`config.mk`:
```
export PLATFORM = sky130hd
export DESIGN_NAME = discrete_range_sequencer
export DESIGN_NICKNAME = d
export VERILOG_FILES = /design/src/rtl/discrete_range_sequencer.sv
export SDC_FILE = /design/constraint.sdc
export NUM_CORES = 1
export LEC_CHECK = 0
export CAP_MARGIN = 20
export CORE_ASPECT_RATIO = 1.25
export CORE_UTILIZATION = 49
export CTS_CLUSTER_SIZE = 25
export DETAILED_ROUTE_END_ITERATION = 8
export PLACE_DENSITY = 0.74
export SETUP_SLACK_MARGIN = 0.4
export SLEW_MARGIN = 20
export SYNTH_ARGS = -nofsm -noshare
export SYNTH_HDL_FRONTEND = slang
export SYNTH_SLANG_ARGS = --single-unit
```
`constraint.sdc`:
```
create_clock -name in_clock -period 3.85 [get_ports in_clock]
set_clock_uncertainty 0.1 [all_clocks]
set_input_delay 0.77 -clock in_clock [delete_from_list [all_inputs] [get_ports in_clock]]
set_output_delay 0.77 -clock in_clock [all_outputs]
set_load 0.005 [all_outputs]
```
`src/rtl/discrete_range_sequencer.sv`:
```
// discrete_range_sequencer
//   Sequences one "inside" draw for an integer variable: picks a uniformly
//   random choice index, reads that choice's [start:end] pair from the
//   discrete values table and returns a uniformly random value in the range.
//   Rejection sampling with a deterministic fallback bounds the latency.
// Ports
//   in_clock, in_reset_n           clock (rising edge), async active-low reset
//   in_start                       request pulse, sampled only in IDLE
//   in_variable_index              variable to randomize (latched on start)
//   in_number_of_choices           valid choices, 1..2**CH (0 -> error)
//   in_random                      free-running random word
//   out_table_enable               table read enable, high only in READ
//   out_table_variable_index       table address, upper field
//   out_table_choice_index         table address, lower field
//   in_table_start, in_table_end   table range, valid the cycle after enable
//   out_busy                       high in every state except IDLE
//   out_valid                      one-cycle result strobe
//   out_value, out_error           result, held until the next out_valid
module discrete_range_sequencer #(
    parameter int MAX_BIT_WIDTH_OF_INTEGER_VARIABLE = 8,
    parameter int MAX_BIT_WIDTH_OF_VARIABLES_INDEX  = 8,
    parameter int MAX_BIT_WIDTH_OF_DISCRETE_CHOICES = 4,
    parameter int MAX_RETRIES                       = 3
) (
    input  logic                                         in_clock,
    input  logic                                         in_reset_n,
    input  logic                                         in_start,
    input  logic [MAX_BIT_WIDTH_OF_VARIABLES_INDEX-1:0]  in_variable_index,
    input  logic [MAX_BIT_WIDTH_OF_DISCRETE_CHOICES:0]   in_number_of_choices,
    input  logic [MAX_BIT_WIDTH_OF_INTEGER_VARIABLE-1:0] in_random,
    output logic                                         out_table_enable,
    output logic [MAX_BIT_WIDTH_OF_VARIABLES_INDEX-1:0]  out_table_variable_index,
    output logic [MAX_BIT_WIDTH_OF_DISCRETE_CHOICES-1:0] out_table_choice_index,
    input  logic [MAX_BIT_WIDTH_OF_INTEGER_VARIABLE-1:0] in_table_start,
    input  logic [MAX_BIT_WIDTH_OF_INTEGER_VARIABLE-1:0] in_table_end,
    output logic                                         out_busy,
    output logic                                         out_valid,
    output logic [MAX_BIT_WIDTH_OF_INTEGER_VARIABLE-1:0] out_value,
    output logic                                         out_error
);
    localparam int INT = MAX_BIT_WIDTH_OF_INTEGER_VARIABLE;
    localparam int VI  = MAX_BIT_WIDTH_OF_VARIABLES_INDEX;
    localparam int CH  = MAX_BIT_WIDTH_OF_DISCRETE_CHOICES;
    localparam int RW  = $clog2(MAX_RETRIES) + 1;

    localparam logic [2:0] S_IDLE   = 3'd0;
    localparam logic [2:0] S_SELECT = 3'd1;
    localparam logic [2:0] S_READ   = 3'd2;
    localparam logic [2:0] S_LATCH  = 3'd3;
    localparam logic [2:0] S_RANGE  = 3'd4;
    localparam logic [2:0] S_DONE   = 3'd5;

    // Bit-smear: smallest 2**k-1 that is >= n.
    function automatic logic [INT-1:0] smear_int(input logic [INT-1:0] n);
        logic [INT-1:0] m;
        m = n;
        for (int i = 1; i < INT; i = i * 2) m = m | (m >> i);
        return m;
    endfunction

    function automatic logic [CH-1:0] smear_ch(input logic [CH-1:0] n);
        logic [CH-1:0] m;
        m = n;
        for (int i = 1; i < CH; i = i * 2) m = m | (m >> i);
        return m;
    endfunction

    logic [2:0]     state;
    logic [RW-1:0]  retry_q;
    logic [VI-1:0]  index_q;
    logic [CH:0]    count_q;
    logic [INT-1:0] start_q;
    logic [INT-1:0] span_q;

    logic           last_try;
    logic [CH-1:0]  count_m1;
    logic [CH-1:0]  c_draw;
    logic [CH-1:0]  c_fb;
    logic           c_ok;
    logic [INT-1:0] o_draw;
    logic           o_ok;
    logic [INT-1:0] val_acc;
    logic [INT-1:0] val_fb;

    assign last_try = (retry_q == RW'(MAX_RETRIES - 1));
    // count==2**CH wraps to all ones in CH bits, which is exactly count-1.
    assign count_m1 = count_q[CH-1:0] - CH'(1);
    assign c_draw   = in_random[CH-1:0] & smear_ch(count_m1);
    assign c_ok     = ({1'b0, c_draw} < count_q);
    // Only used when c_draw >= count, so count < 2**CH and fits CH bits.
    assign c_fb     = c_draw - count_q[CH-1:0];
    assign o_draw   = in_random & smear_int(span_q);
    assign o_ok     = (o_draw <= span_q);
    assign val_acc  = start_q + o_draw;
    assign val_fb   = start_q + o_draw - span_q - INT'(1);

    assign out_table_enable = (state == S_READ);
    assign out_busy         = (state != S_IDLE);
    assign out_valid        = (state == S_DONE);

    always_ff @(posedge in_clock or negedge in_reset_n) begin
        if (!in_reset_n) begin
            state                    <= S_IDLE;
            retry_q                  <= '0;
            index_q                  <= '0;
            count_q                  <= '0;
            start_q                  <= '0;
            span_q                   <= '0;
            out_table_variable_index <= '0;
            out_table_choice_index   <= '0;
            out_value                <= '0;
            out_error                <= 1'b0;
        end else begin
            case (state)
                S_IDLE: begin
                    if (in_start) begin
                        index_q <= in_variable_index;
                        count_q <= in_number_of_choices;
                        retry_q <= '0;
                        state   <= S_SELECT;
                    end
                end
                S_SELECT: begin
                    if (count_q == '0) begin
                        out_error <= 1'b1;
                        out_value <= '0;
                        state     <= S_DONE;
                    end else if (c_ok || last_try) begin
                        out_table_variable_index <= index_q;
                        out_table_choice_index   <= c_ok ? c_draw : c_fb;
                        state                    <= S_READ;
                    end else begin
                        retry_q <= retry_q + RW'(1);
                    end
                end
                S_READ: begin
                    retry_q <= '0;
                    state   <= S_LATCH;
                end
                S_LATCH: begin
                    start_q <= in_table_start;
                    span_q  <= in_table_end - in_table_start;
                    if (in_table_start > in_table_end) begin
                        out_error <= 1'b1;
                        out_value <= in_table_start;
                        state     <= S_DONE;
                    end else begin
                        state <= S_RANGE;
                    end
                end
                S_RANGE: begin
                    if (o_ok) begin
                        out_value <= val_acc;
                        out_error <= 1'b0;
                        state     <= S_DONE;
                    end else if (last_try) begin
                        out_value <= val_fb;
                        out_error <= 1'b0;
                        state     <= S_DONE;
                    end else begin
                        retry_q <= retry_q + RW'(1);
                    end
                end
                S_DONE:  state <= S_IDLE;
                default: state <= S_IDLE;
            endcase
        end
    end
endmodule

```
# Word level (Yosys, flattened, before mapping)
# Cells that the tools add are included.
dict set report op_classes {
  n_reduce_logical 11
  bitwise_logic 8
  eq_ne 15
  n_lt_le_gt_ge 3
  mux 24
  n_addsub 7
}
# op n
set ops {}
lappend ops {{two-way mux 8 bit} 4}
lappend ops {{two-way mux 3 bit} 10}
lappend ops {{one-hot mux 8 bit (3 select lines)} 1}
lappend ops {{subtractor 8 bit} 2}
lappend ops {{one-hot mux 3 bit (5 select lines)} 1}
lappend ops {{inequality test 2 bit, second input constant} 7}
lappend ops {{one-hot mux 3 bit (4 select lines)} 1}
lappend ops {{== test 3 x 2 -> 1 bit, second input constant} 3}
lappend ops {{adder 8 bit} 1}
lappend ops {{AND 8 bit} 1}
lappend ops {{greater-than comparator 8 bit} 1}
lappend ops {{<= comparator 8 bit} 1}
lappend ops {{OR 8 x 4 -> 8 bit} 1}
lappend ops {{OR 8 x 6 -> 8 bit} 1}
lappend ops {{OR 8 x 7 -> 8 bit} 1}
lappend ops {{subtractor 8 x 1 -> 8 bit, second input constant} 1}
lappend ops {{== test 3 bit, second input constant} 2}
lappend ops {{inequality test 3 bit, second input constant} 2}
lappend ops {{AND reduction 3 bit} 2}
lappend ops {{AND reduction 6 bit} 1}
lappend ops {{nonzero test 3 bit} 2}
lappend ops {{logical NOT 5 bit} 1}
lappend ops {{< comparator 4 x 5 -> 1 bit} 1}
lappend ops {{two-way mux 1 bit} 5}
lappend ops {{other kinds (15)} 15}
dict set report word_totals {
  elab_cells 78
  regBits 56
  in_bits 40
  output_inout_bits 24
}

# Longest topological paths before layout
dict set report depth {
  depth_word 10
  ltp_mapped 17
  mapped_depth_nobuf 17
}

# Worst setup path after synthesis
# OpenSTA, ideal clock, no wires.
dict set report synth_path {
  path_kind {flip-flop to flip-flop}
  startpoint {register span_q[5]}
  endpoint {register out_value[7]}
  setup_time_ns 0.069
  period_less_slack_ns 4.171
  t_required_ns 3.681
  stages_incl_launch_ff 17
  arrival_time_ns 4.002
  slack_ns -0.321
  path_buffers 0
  path_cell_list {dfrtp_1 nor4_4 nand2_1 o31ai_1 inv_1 ha_1 fa_1 maj3_1 a21oi_1 xnor2_1 ha_1 or3_1 o2111ai_1 o2bb2ai_1 xor2_1 or4b_1 nand3_1}
}
dict set report synth_via {
  elab_chain_len 10
  elab_cells_between_ends 13
  cone_classes {3 x add/sub; 1 x order compare; 1 x eq/ne; 3 x mux; 4 x bitwise; 1 x reduce/logical}
}
# item line
set synth_rtl {}
lappend synth_rtl {{from (decl)} 73} ;# logic [INT-1:0] span_q;
lappend synth_rtl {{from (signal assigned)} 142} ;# span_q <= in_table_end - in_table_start;
lappend synth_rtl {{OR 8 x 7 -> 8 bit} 57} ;# for (int i = 1; i < INT; i = i * 2) m = m | (m >> i);
lappend synth_rtl {{OR 8 x 6 -> 8 bit} 57}
lappend synth_rtl {{OR 8 x 4 -> 8 bit} 57}
lappend synth_rtl {{AND 8 bit} 92} ;# assign o_draw = in_random & smear_int(span_q);
lappend synth_rtl {{adder 8 bit} {94, 95}}
lappend synth_rtl {{subtractor 8 bit} 95} ;# assign val_fb = start_q + o_draw - span_q - INT'(1);
lappend synth_rtl {{subtractor 8 x 1 -> 8 bit} 95}
lappend synth_rtl {{two-way mux 8 bit} 156} ;# end else if (last_try) begin
lappend synth_rtl {{two-way mux 8 bit} 152} ;# if (o_ok) begin
lappend synth_rtl {{one-hot mux 8 bit (3 select lines)} 114} ;# case (state)
lappend synth_rtl {{to (signal assigned)} 145} ;# out_value <= in_table_start;
lappend synth_rtl {{to (signal assigned)} 153} ;# out_value <= val_acc;
lappend synth_rtl {{to (signal assigned)} 157} ;# out_value <= val_fb;
lappend synth_rtl {{to (decl)} 38} ;# output logic [MAX_BIT_WIDTH_OF_INTEGER_VARIABLE-1:0] out_value,
# Parallel ways exist; a longest one is shown, timed or not. The select of a mux whose other input is x is not followed.
# A chain may end at the register's enable or synchronous reset.

# Worst setup path after layout
# Ends and elaborated chain as after synthesis.

==> report_table.html <==
<table>
<tr><th>Metric</th><th>Value</th></tr>
<tr><th colspan="2">Synthesis</th></tr>
<tr><td>Post-synthesis cell type count</td><td>53</td></tr>
<tr><td>Number of warnings printed during yosys synthesis</td><td>0</td></tr>
<tr><td>Post-synth EDFFs</td><td>0</td></tr>
<tr><td>Most frequently used flop master after synthesis</td><td>sky130_fd_sc_hd__dfrtp_1</td></tr>
<tr><td>Main combinational cell family by area after synthesis</td><td>compound AO/OA/AOI/OAI gates</td></tr>
<tr><td>Basic-gate share of the synthesized area counting and, or, nand and nor cells</td><td>15.1%</td></tr>
<tr><td>Total standard cell area after synthesis</td><td>0.00380 mm²</td></tr>
<tr><td>Average footprint of a synthesized cell</td><td>9.36 µm²</td></tr>
<tr><td>Main area contributors after synthesis</td><td>sky130_fd_sc_hd__dfrtp_1, sky130_fd_sc_hd__ha_1, sky130_fd_sc_hd__mux2_2</td></tr>
<tr><td>Net count after synthesis</td><td>485</td></tr>
<tr><td>Synthesized netlist cell count</td><td>406</td></tr>
<tr><td>Proportion of synthesized flip-flops having asynchronous set or reset</td><td>100%</td></tr>
<tr><td>Cell type with the highest aggregate area in the netlist</td><td>sky130_fd_sc_hd__dfrtp_1</td></tr>
<tr><td>Top-area cell type share of the netlist area</td><td>36.9%</td></tr>
<tr><td>Area fraction in compound gates after synthesis</td><td>16.5%</td></tr>
<tr><td>Adder-Cell Fraction of Synth Area</td><td>13.9%</td></tr>
<tr><td>Post-synthesis sequential area ratio</td><td>36.9%</td></tr>
<tr><td>Post-synthesis register bit count</td><td>56</td></tr>
<tr><td>Multiplexer fraction of the synthesized cell area</td><td>9.22%</td></tr>
<tr><td>Parity-gate share of the synthesized area counting xor and xnor cells</td><td>3.92%</td></tr>
<tr><th colspan="2">GRT</th></tr>
<tr><td>Antenna violations before repair</td><td>0</td></tr>
<tr><td>Total global routing track utilization</td><td>24.9%</td></tr>
<tr><td>Global-route wire length before repair</td><td>15,700 µm</td></tr>
<tr><td>Overall overflow remaining after global route</td><td>0</td></tr>
<tr><td>Maximum number of pins on one net before global-route repair</td><td>40</td></tr>
<tr><td>Via count of the first global-routing pass</td><td>3,437</td></tr>
<tr><th colspan="2">Min path</th></tr>
<tr><td>Worst-case hold path end point</td><td>out_error$_DFFE_PN0P_</td></tr>
<tr><td>Source of the worst hold timing path</td><td>out_error$_DFFE_PN0P_</td></tr>
<tr><td>Worst hold stages</td><td>2</td></tr>
<tr><td>Type of the tightest min-delay check</td><td>flop to flop</td></tr>
<tr><th colspan="2">Routing</th></tr>
<tr><td>First-pass iteration count of the detailed router</td><td>4</td></tr>
<tr><td>Vias per Instance</td><td>5.58</td></tr>
<tr><td>Violation count after the first detailed-route iteration</td><td>151</td></tr>
<tr><td>Routed Wire Length</td><td>9830 µm</td></tr>
<tr><td>DRC violations left</td><td>0</td></tr>
<tr><td>WL per Instance</td><td>16.2 µm</td></tr>
<tr><td>Routed vias</td><td>3,390</td></tr>
<tr><td>Remaining antenna violation count after routing</td><td>0</td></tr>
<tr><th colspan="2">Power</th></tr>
<tr><td>P_leak</td><td>2.38 nW</td></tr>
<tr><td>Largest vdd supply drop</td><td>0.504 mV</td></tr>
<tr><td>Internal Pwr Total</td><td>3.10 mW</td></tr>
<tr><td>Power Density</td><td>1020 mW/mm²</td></tr>
<tr><td>Sequential cell fraction of total power</td><td>21.3%</td></tr>
<tr><td>Clock group share of total power</td><td>7.3%</td></tr>
<tr><td>Switching Fraction</td><td>41.4%</td></tr>
<tr><td>Net switching power figure</td><td>2.20 mW</td></tr>
<tr><td>Combinational fraction of design power</td><td>71.4%</td></tr>
<tr><th colspan="2">Clock tree</th></tr>
<tr><td>Number of levels the H-tree was split into</td><td>2</td></tr>
<tr><td>Worst skew pair latency</td><td>0.31 ns</td></tr>
<tr><td>CTS Root Buffer Type</td><td>sky130_fd_sc_hd__clkbuf_8</td></tr>
<tr><td>Maximum number of buffers from clock root to sink</td><td>2</td></tr>
<tr><td>Clock net sink count</td><td>56</td></tr>
<tr><td>Clock buffer count from CTS</td><td>5</td></tr>
<tr><td>CTS tree</td><td>done</td></tr>
<tr><td>Clock slew seen by the registers of the worst setup and hold paths</td><td>0.10 ns</td></tr>
<tr><th colspan="2">Setup path</th></tr>
<tr><td>Reg2reg setup slack</td><td>-0.42 ns</td></tr>
<tr><td>Start point of the critical path</td><td>span_q[5]$_DFFE_PN0N_</td></tr>
<tr><td>Element type at the critical path end</td><td>flop</td></tr>
<tr><td>Data arrival, critical path</td><td>4.42 ns</td></tr>
<tr><td>Critical path required time</td><td>4.00 ns</td></tr>
<tr><td>Worst Path Max Fanout</td><td>5</td></tr>
<tr><td>Reg2Reg Capture Point</td><td>out_value[7]$_DFFE_PN0P_</td></tr>
<tr><td>Setup crit start kind</td><td>flop</td></tr>
<tr><td>Crit Path Category</td><td>flop to flop</td></tr>
<tr><td>Count of cells along the worst register-to-register path</td><td>17</td></tr>
<tr><td>Reg-to-reg critical path startpoint</td><td>span_q[5]$_DFFE_PN0N_</td></tr>
<tr><th colspan="2">Finish</th></tr>
<tr><td>Share of final-layout standard cells stronger than drive strength 1</td><td>23.1%</td></tr>
<tr><td>Finished Layout Cells</td><td>607</td></tr>
<tr><td>Synthesis-to-finish area growth</td><td>36.9%</td></tr>
<tr><td>Number of nets in the layout</td><td>593</td></tr>
<tr><td>Final instance area</td><td>0.00520 mm²</td></tr>
<tr><td>Antenna cell count</td><td>0</td></tr>
<tr><td>Utilization after layout</td><td>69.9%</td></tr>
<tr><td>Filler Cells Inserted</td><td>585</td></tr>
<tr><th colspan="2">Place</th></tr>
<tr><td>Hpwl dp</td><td>7040 µm</td></tr>
<tr><td>Dpl cells</td><td>586</td></tr>
<tr><td>Port Buffer Count</td><td>63</td></tr>
<tr><td>Final estimated routing congestion in global placement</td><td>0.866</td></tr>
<tr><td>Placed cell area</td><td>0.00478 mm²</td></tr>
<tr><th colspan="2">Timing</th></tr>
<tr><td>Final worst-path setup slack</td><td>-0.416 ns</td></tr>
<tr><td>Final-report hold violation count</td><td>0</td></tr>
<tr><td>Worst-margin pin slew</td><td>0.902 ns</td></tr>
<tr><td>Period minus WS final</td><td>4.27 ns</td></tr>
<tr><td>Fin. max-slew vios</td><td>0</td></tr>
<tr><td>Share of the clock period used by the worst path</td><td>111%</td></tr>
<tr><td>Unrepaired setup endpoints after global routing</td><td>yes</td></tr>
<tr><td>Worst slew margin relative to its limit</td><td>39.9%</td></tr>
<tr><td>Highest clock frequency the design can meet</td><td>234 MHz</td></tr>
<tr><td>Final setup violation count</td><td>2</td></tr>
<tr><th colspan="2">Run status</th></tr>
<tr><td>Run status</td><td>finished, violations left</td></tr>
<tr><td>Violated checks</td><td>setup timing</td></tr>
<tr><th colspan="2">Job</th></tr>
<tr><td>Max-capacitance violation count</td><td>0</td></tr>
<tr><th colspan="2">Die</th></tr>
<tr><td>DIE WIDTH</td><td>80.8 µm</td></tr>
<tr><td>Floorplan Core Area</td><td>0.00744 mm²</td></tr>
<tr><td>Total Die Area</td><td>0.00811 mm²</td></tr>
<tr><td>Starting utilization of the core area</td><td>51.0%</td></tr>
<tr><td>Number of I/O pins</td><td>64</td></tr>
<tr><td>Number of placement rows</td><td>35</td></tr>
<tr><td>Height of the die</td><td>100 µm</td></tr>
</table>
-- power by group through the flow --
| stage | Sequential, mW | Clock, mW | Combinational (mW) |
|---|---|---|---|
| after floorplan | 1.07 | 0 | 2.01 |
| after global placement | 1.12 | 0 | 3.05 |
| after detailed placement | 1.12 | 0 | 3.14 |
| after CTS | 1.12 | 0.400 | 3.44 |
| after global routing | 1.16 | 0.414 | 4.14 |
| final | 1.13 | 0.387 | 3.79 |
-- synthesized netlist by cell type, types with 2 or more instances --
master                      count
sky130_fd_sc_hd__a211oi_1       3
sky130_fd_sc_hd__a21boi_0       4
sky130_fd_sc_hd__a21boi_1       2
sky130_fd_sc_hd__a21o_1         7
sky130_fd_sc_hd__a21oi_1       23
sky130_fd_sc_hd__a31oi_1        2
sky130_fd_sc_hd__and2_1         2
sky130_fd_sc_hd__and3_1         5
sky130_fd_sc_hd__buf_2          3
sky130_fd_sc_hd__clkbuf_1       7
sky130_fd_sc_hd__dfrtp_1       56
sky130_fd_sc_hd__fa_1           4
sky130_fd_sc_hd__ha_1          35
sky130_fd_sc_hd__inv_1         33
sky130_fd_sc_hd__mux2_2        24
sky130_fd_sc_hd__mux2i_1        8
sky130_fd_sc_hd__nand2_1       38
sky130_fd_sc_hd__nand2b_1       5
sky130_fd_sc_hd__nand3_1        3
sky130_fd_sc_hd__nor2_1        36
sky130_fd_sc_hd__nor2b_1        7
sky130_fd_sc_hd__nor3_1         8
sky130_fd_sc_hd__nor4_1         3
sky130_fd_sc_hd__o2111ai_1      2
sky130_fd_sc_hd__o211ai_1       2
sky130_fd_sc_hd__o21a_1         6
sky130_fd_sc_hd__o21ai_0       30
sky130_fd_sc_hd__o31a_1         2
sky130_fd_sc_hd__o31ai_1        5
sky130_fd_sc_hd__or3_1          3
sky130_fd_sc_hd__xnor2_1       11
sky130_fd_sc_hd__xor2_1         6
-- registers in the layout, indices dropped and copies added (netlist names), 3 cells and up --
name and count:
state 3, out_table_choice_index 4, start_q 8, out_table_variable_index 8, index_q 8, count_q 5
retry_q 3, out_value 8, span_q 8
-- metal layers --
layer	up-vias	routed length, µm	part of all wire [%]	GRT usage (%)
met1	1633	4160	42	31.6
met3	20	494	5.0	3.89
met4	0	232	2.4	8.24
met2	98	4940	50	43.0
li1	1639	-	-	-
met5	-	0	0	0
-- through the flow --
stage               setup WS [ns]  hold slack (ns)  power, mW  TNS, ns
floorplan                 -0.0889            0.352       3.08  -0.0889
global placement           -0.363            0.371       4.16   -0.660
detailed placement         -0.501            0.384       4.27    -1.11
CTS                        -0.228            0.408       4.96   -0.342
global route               -0.589            0.415       5.72    -1.18
finish                     -0.416            0.401       5.30   -0.575
-- cell usage in the layout (no fill, tap or decap), types with 7 or more instances in the layout --
cell	count
sky130_fd_sc_hd__a21o_1	7
sky130_fd_sc_hd__a21oi_1	18
sky130_fd_sc_hd__buf_4	46
sky130_fd_sc_hd__clkdlybuf4s50_1	61
sky130_fd_sc_hd__dfrtp_1	56
sky130_fd_sc_hd__ha_1	32
sky130_fd_sc_hd__inv_1	31
sky130_fd_sc_hd__mux2_2	20
sky130_fd_sc_hd__mux2i_1	8
sky130_fd_sc_hd__nand2_1	36
sky130_fd_sc_hd__nor2_1	36
sky130_fd_sc_hd__o21ai_0	25
sky130_fd_sc_hd__xnor2_1	8
-- worst max-delay path, stage by stage (launching register included) --
cell,delay [ns]
sky130_fd_sc_hd__dfrtp_1,0.43
sky130_fd_sc_hd__nor4_4,0.29
sky130_fd_sc_hd__buf_6,0.16
sky130_fd_sc_hd__nand2_4,0.06
sky130_fd_sc_hd__o21a_1,0.22
sky130_fd_sc_hd__ha_1,0.28
sky130_fd_sc_hd__a21o_1,0.24
sky130_fd_sc_hd__o21ai_1,0.22
sky130_fd_sc_hd__a21boi_2,0.26
sky130_fd_sc_hd__xnor2_1,0.13
sky130_fd_sc_hd__ha_1,0.38
sky130_fd_sc_hd__o21ai_1,0.11
sky130_fd_sc_hd__o21ai_0,0.20
sky130_fd_sc_hd__o2111ai_1,0.17
sky130_fd_sc_hd__o2bb2ai_1,0.18
sky130_fd_sc_hd__xor2_1,0.18
sky130_fd_sc_hd__or4b_1,0.49
sky130_fd_sc_hd__nand3_1,0.10
-- kinds of logic (layout without fill, tap and decap cells) --
logic type | after synthesis | after routing
mux | 32 | 32
flops | 56 | 56
fa+ha+maj | 40 | 40
compound gates | 99 | 99
xor+xnor | 17 | 17
simple gates | 118 | 118
buf+inv | 44 | 153
-- timing repair --
item,in CTS,in global routing
hold buffers,0,0
pin swaps,24,17
gates resized for setup,22,25
buffers inserted,6,7
endpoints found under the setup margin,8,21
-- cell type report --
cell class,count,area [µm²],area share (%)
multi-input cells,306,2450,47.0
flip-flops and latches,56,1400,26.9
repair buffers,112,1010,19.4
inverters,33,124,2.38
well taps,92,115,2.21
clock buffers,6,72.6,1.39
clock inverters,2,35.0,0.673
-- how the worst max path moves through the flow --
stage | to | slack [ns]
after detailed placement | out_value[7]$_DFFE_PN0P_ | -0.50
after floorplan | out_value[7]$_DFFE_PN0P_ | -0.09
after global routing | out_value[7]$_DFFE_PN0P_ | -0.59
after CTS | out_value[7]$_DFFE_PN0P_ | -0.23
final | out_value[7]$_DFFE_PN0P_ | -0.42
after global placement | out_value[7]$_DFFE_PN0P_ | -0.36
Power figures use the tool's default switching activity.
